==> src/rtl/bp_pkg.sv <==
// bp_pkg: shared types and constants for the branch resolve queue
package bp_pkg;
  localparam int INSTR_BYTES = 4;
  localparam int ENTRY_PC_W = 32;
  typedef enum logic {RUN, RECOVER} state_t;
  typedef struct packed {
    logic [ENTRY_PC_W-1:0] pc;
    logic                  taken;
    logic [ENTRY_PC_W-1:0] target;
  } entry_t;
endpackage

==> src/rtl/bp_entry_fifo.sv <==
// bp_entry_fifo: circular buffer of in-flight predictions with push/pop/clear
module bp_entry_fifo
  import bp_pkg::*;
#(
  parameter int DEPTH = 4
) (
  input  logic                   clk,
  input  logic                   arst_n,
  input  logic                   push,
  input  logic                   pop,
  input  logic                   clear,
  input  entry_t                 din,
  output entry_t                 head,
  output logic [$clog2(DEPTH):0] count
);
  localparam int AW = $clog2(DEPTH);
  entry_t mem [DEPTH];
  logic [AW-1:0] hd, tl;
  always_ff @(posedge clk or negedge arst_n) begin
    if (!arst_n) begin
      hd    <= '0;
      tl    <= '0;
      count <= '0;
      for (int i = 0; i < DEPTH; i++) mem[i] <= '0;
    end else if (clear) begin
      hd    <= '0;
      tl    <= '0;
      count <= '0;
    end else begin
      if (push) begin
        mem[tl] <= din;
        tl      <= tl + AW'(1);
      end
      if (pop) hd <= hd + AW'(1);
      count <= count + (AW+1)'(push) - (AW+1)'(pop);
    end
  end
  assign head = mem[hd];
endmodule

==> src/rtl/branch_resolve_queue.sv <==
// branch_resolve_queue: tracks in-flight branch predictions, resolves them in order and emits BHT updates and flushes
module branch_resolve_queue
  import bp_pkg::*;
#(
  parameter int DEPTH = 4,
  parameter int PC_W  = 32,
  parameter int IDX_W = 5,
  parameter int CNT_W = 16
) (
  input  logic                   clk,
  input  logic                   arst_n,
  input  logic                   pred_valid,
  input  logic [PC_W-1:0]        pred_pc,
  input  logic                   pred_taken,
  input  logic [PC_W-1:0]        pred_target,
  output logic                   pred_ready,
  input  logic                   res_valid,
  input  logic                   res_taken,
  input  logic [PC_W-1:0]        res_target,
  output logic                   upd_valid,
  output logic [IDX_W-1:0]       upd_addr,
  output logic                   upd_taken,
  output logic                   flush,
  output logic [PC_W-1:0]        redirect_pc,
  output logic [$clog2(DEPTH):0] count,
  output logic [CNT_W-1:0]       mispredicts,
  output logic                   err_underflow
);
  localparam int CW = $clog2(DEPTH) + 1;
  state_t state, state_nx;
  entry_t head, din;
  logic [PC_W-1:0] head_pc, head_tg;
  logic resolve, mis, push;
  assign head_pc = PC_W'(head.pc);
  assign head_tg = PC_W'(head.target);
  assign din     = '{pc: ENTRY_PC_W'(pred_pc), taken: pred_taken, target: ENTRY_PC_W'(pred_target)};
  assign resolve = res_valid && count != '0 && state == RUN;
  assign mis     = resolve && (res_taken != head.taken || (res_taken && res_target != head_tg));
  // a push racing a mispredict is on the wrong path and is dropped
  assign push    = pred_valid && pred_ready && !mis;
  bp_entry_fifo #(.DEPTH(DEPTH)) u_fifo (
    .clk   (clk),
    .arst_n(arst_n),
    .push  (push),
    .pop   (resolve && !mis),
    .clear (mis),
    .din   (din),
    .head  (head),
    .count (count)
  );
  always_ff @(posedge clk or negedge arst_n) begin
    if (!arst_n) state <= RUN;
    else state <= state_nx;
  end
  always_comb state_nx = mis ? RECOVER : RUN;
  always_comb pred_ready = count < CW'(DEPTH) && state == RUN;
  always_ff @(posedge clk or negedge arst_n) begin
    if (!arst_n) begin
      upd_valid     <= 1'b0;
      upd_addr      <= '0;
      upd_taken     <= 1'b0;
      flush         <= 1'b0;
      redirect_pc   <= '0;
      mispredicts   <= '0;
      err_underflow <= 1'b0;
    end else begin
      upd_valid <= resolve;
      flush     <= mis;
      if (resolve) begin
        upd_addr  <= head_pc[IDX_W+1:2];
        upd_taken <= res_taken;
      end
      if (mis) redirect_pc <= res_taken ? res_target : head_pc + PC_W'(INSTR_BYTES);
      if (mis && !(&mispredicts)) mispredicts <= mispredicts + CNT_W'(1);
      if (res_valid && count == '0 && state == RUN) err_underflow <= 1'b1;
    end
  end
endmodule

==> config.mk <==
export PLATFORM = sky130hd
export DESIGN_NAME = branch_resolve_queue
export DESIGN_NICKNAME = d
export VERILOG_FILES = /design/src/rtl/bp_pkg.sv /design/src/rtl/bp_entry_fifo.sv /design/src/rtl/branch_resolve_queue.sv
export SDC_FILE = /design/constraint.sdc
export NUM_CORES = 1
export LEC_CHECK = 0
export CELL_PAD_IN_SITES_DETAIL_PLACEMENT = 0
export CELL_PAD_IN_SITES_GLOBAL_PLACEMENT = 2
export CORE_UTILIZATION = 35
export DETAILED_ROUTE_END_ITERATION = 7
export PLACE_DENSITY = 0.81
export SETUP_SLACK_MARGIN = 0.02
export SYNTH_ARGS = -nofsm -noshare
export SYNTH_HDL_FRONTEND = slang
export SYNTH_HIERARCHICAL = 1
export SYNTH_SLANG_ARGS = --single-unit
==> constraint.sdc <==
create_clock -name clk -period 5.79 [get_ports clk]
set_input_delay 0.579 -clock clk [delete_from_list [all_inputs] [get_ports clk]]
set_output_delay 0.579 -clock clk [all_outputs]
set_load 0.03 [all_outputs]
==> key figures <==
Cells and area
  – Fin util: 0.425
  – Synth-to-Final Area Change: 19.9%
  – Share of cells above drive strength 1: 0.342
  – Filler instances: between 4000 and 5000
  – Diode count: 0
  – Fin nets: 1338

Setup path
  – Crit-path cells: buf_4 > mux4_2 > xnor2_1 > nand4_1 > nor4_2 > a31oi_4 > nand2_4 > and3_1 > nand3b_4 > buf_12 > mux2_4
  – R2R cell count: 11
  – R2R Path Start: u_fifo/hd[0]$_DFFE_PN0P_
  – Critical path required time: a little over 6 ns
  – R2r setup slk: approximately 0.77 ns
  – CP endpoint: u_fifo/mem[258]$_DFFE_PN0P_
  – Startpoint types: flip-flop
  – Worst EP arrival: approximately 5.4 ns
  – Crit path from: u_fifo/hd[0]$_DFFE_PN0P_
  – Crit Path Class: flip-flop to flip-flop
  – Slowest CP cell: dfrtp_4
  – Max FO, Critical Path: 38
  – Max incr delay on CP: approximately 0.84 ns
  – Reg2reg end: u_fifo/mem[258]$_DFFE_PN0P_
  – Crit path capture type: flip-flop

GRT
  – Total gr overflow: 0
  – Global-route wire length before repair: 63.2 mm
  – Vias in the first global route: ~10000
  – Tot GR Track Use: 0.177
  – Largest net degree at the start of global routing: roughly 150
  – Number of antenna violations at the first check in global routing: 0

Detailed routing
  – DRT Pass-1 Iters: 6
  – Post-DRT Antenna Nets: 0
  – Via density: around 5.1
  – Vias: between 9000 and 10000
  – DRT iter0 DRCs: ~630
  – Final WL: 40.9 mm
  – Wire per inst: 22.1 µm
  – Residual DRC count: 0

Power and ir drop
  – Cell area power density: approximately 560 nW/µm²
  – Leak: between 0.008 and 0.009 µW
  – VDD IR-drop max: roughly 0.29 mV

Floorplan
  – Starting Density: 0.354
  – Die width: 216 µm
  – Total die area: around 47000 µm²
  – Die Height: around 220 µm
  – Boundary Pins: 163
  – Rows: 78
  – CORE AREA: around 45000 µm²

Timing
  – Fin crit share: 0.867
  – Slew Limit Fails: 0
  – Max-slew headroom: 0.392
  – Minimum clock period: around 5.0 ns
  – Final Hold Fails: 0
  – RSZ-0062 raised after global routing: false
  – Fmax: around 0.2 GHz
  – Final setup viols: 0
  – Setup TNS: 0 ns
  – Slew @ Worst Pin: a little over 0.9 ns
  – Worst clock skew: 0.0141 ns

Synth
  – Synth Area in Compound Gates: 0.0180
  – Seq cells post-synth: roughly 320
  – Yosys cell types: 51
  – Top_reg_cell synth: dfrtp_1
  – Post-synthesis mux area share: 0.322
  – Synthesized area: approximately 16000 µm²
  – Post-Synth Adder-Cell Area: 0.00749
  – Largest area contributor in the netlist: dfrtp_1
  – Number of synthesized flops with an enable pin: 0
  – Largest family of logic cells by synthesized area: multiplexers
  – Area share of xor/xnor cells in the synthesized design: 0.0429
  – Top-count cell post-synth: dfrtp_1
  – Simple-gate portion of the synthesized area: 0.0635
  – Post-synthesis sequential area ratio: 0.505
  – Yosys top cell area share: 0.505
  – Ys Warns: 6
  – Post-synthesis async set-or-reset flop share: 1.00
  – Post-Syn Instances: 1066
  – Mapped Nets: roughly 1200
  – Syn_area_per_cell: between 15 and 20 µm²
  – Commonest cells in the netlist: dfrtp_1 (324), mux2_4 (150), mux2_2 (110), nand2_1 (73), mux4_2 (65)
  – Synth top area cells: dfrtp_1 (51%), mux2_4 (14%), mux4_2 (9.1%)

Clock tree
  – Setup Buffers After CTS: 0
  – CTS-repair resized insts: 0
  – Number of H-tree levels: 2
  – Root Buffer: clkbuf_16
  – Clk sink count: roughly 320
  – TritonCTS clock tree: yes
  – Clock Latency Late Sink: between 0.5 and 0.6 ns
  – Cts hold-fix bufs: 0
  – CTS Buf Count: 37
  – Worst-path clk slew: roughly 0.060 ns
  – Longest Clk Path Bufs: 3

Placed design
  – I/O Buffers: ~160
  – Final RePlAce weighted congestion: 0.770
  – Post-DP HPWL: approximately 28 mm

Flow run
  – Max cap viols: 0

Outcome
  – Status: finished clean

Worst hold path
  – HP Class: primary input to asynchronous set/reset pin
where the power goes:
| part | switching [µW] | leakage, µW | internal, µW |
|---|---|---|---|
| sequential | 624 | 0.00405 | 3250 |
| combinational | 2060 | 0.00407 | 2460 |
| clock | 913 | 0.000611 | 1440 |
| total | 3590 | 0.00873 | 7150 |
layout make-up:
class | instances | area, µm² | share of cell area
Inverter | 9 | 33.8 | 0.00176
Multi-Input combinational cell | 673 | 7280 | 0.379
Clock buffer | 53 | 1100 | 0.0570
Timing Repair Buffer | 182 | 1830 | 0.0954
Sequential cell | 324 | 8110 | 0.422
Tap cell | 600 | 751 | 0.0390
Clock inverter | 10 | 125 | 0.00651
cell usage in the layout (no fill, tap or decap), types with 5 or more instances in the layout:
cell	synthesis	final
o21ai_1	24	24
mux2_4	150	150
xnor2_1	42	42
nand3_1	18	18
mux2_1	7	7
clkbuf_8	0	11
nand2_1	73	73
nand4_1	21	21
clkdlybuf4s50_1	0	160
xor2_1	34	34
mux2_2	110	110
mux4_2	65	65
nor2_1	32	32
nor3_1	12	12
o21ai_0	6	6
clkinv_2	0	7
nor4_2	5	5
ha_1	8	8
dfrtp_1	324	322
clkbuf_1	5	5
buf_4	7	15
buf_12	12	5
and3_1	7	7
mux2i_1	13	13
inv_1	7	7
clkbuf_16	0	37
a21oi_1	14	14
kinds of logic (layout without fill, tap and decap cells):
logic type / Yosys count / count (layout)
muxes: 345 / 345
xor gates and xnor gates: 77 / 77
and+or+nand+nor: 192 / 192
AOI/OAI and AO/OA: 50 / 50
DFF: 324 / 324
adders and majority gates: 9 / 9
buffers and inverters: 69 / 254
worst min-delay path by stage:
stage	start	endpoint	slack, ns
floorplan	arst_n	err_underflow$_DFFE_PN0P_	0.28
global placement	err_underflow$_DFFE_PN0P_	err_underflow$_DFFE_PN0P_	0.45
detailed placement	err_underflow$_DFFE_PN0P_	err_underflow$_DFFE_PN0P_	0.46
CTS	arst_n	upd_valid$_DFF_PN0_	0.12
global route	arst_n	upd_valid$_DFF_PN0_	0.13
finish	arst_n	upd_valid$_DFF_PN0_	0.08
critical path: cells and delay by family, from the launching register on:
family / cells / cell delay [ns]
flip-flops: 1 / 0.84
AO/OA/AOI/OAI: 1 / 0.20
XOR/XNOR: 1 / 0.20
multiplexers: 2 / 0.83
buffers and inverters: 2 / 0.76
AND/OR/NAND/NOR: 5 / 2.03
stage by stage:
step	setup WS [ns]	hold WS, ns	power (µW)	std cells	cell area (µm²)
3_5_place_dp	0.702	0.457	8420	1788	18000
6_report	0.772	0.0835	10700	1851	19200
3_3_place_gp	0.856	0.453	8320	1788	18000
4_1_cts	0.690	0.118	10800	1851	19200
2_1_floorplan	1.94	0.283	7150	1066	16000
5_1_grt	0.521	0.133	11300	1851	19200
metal layers:
metal,vias up,GRT usage,wire [µm]
li1,4169,-,-
met1,4898,0.255,19000
met2,235,0.275,18700
met3,54,0.0328,2260
met4,0,0.0467,855
met5,-,0,0
sequential cells by signal, indices dropped and copies added, names as in the netlist:
name,flops
u_fifo/tl,2
flush,1
mispredicts,16
redirect_pc,32
upd_valid,1
upd_taken,1
u_fifo/mem,260
u_fifo/hd,2
u_fifo/count,3
err_underflow,1
upd_addr,5
No activity file was read; power rests on OpenSTA's default activity.
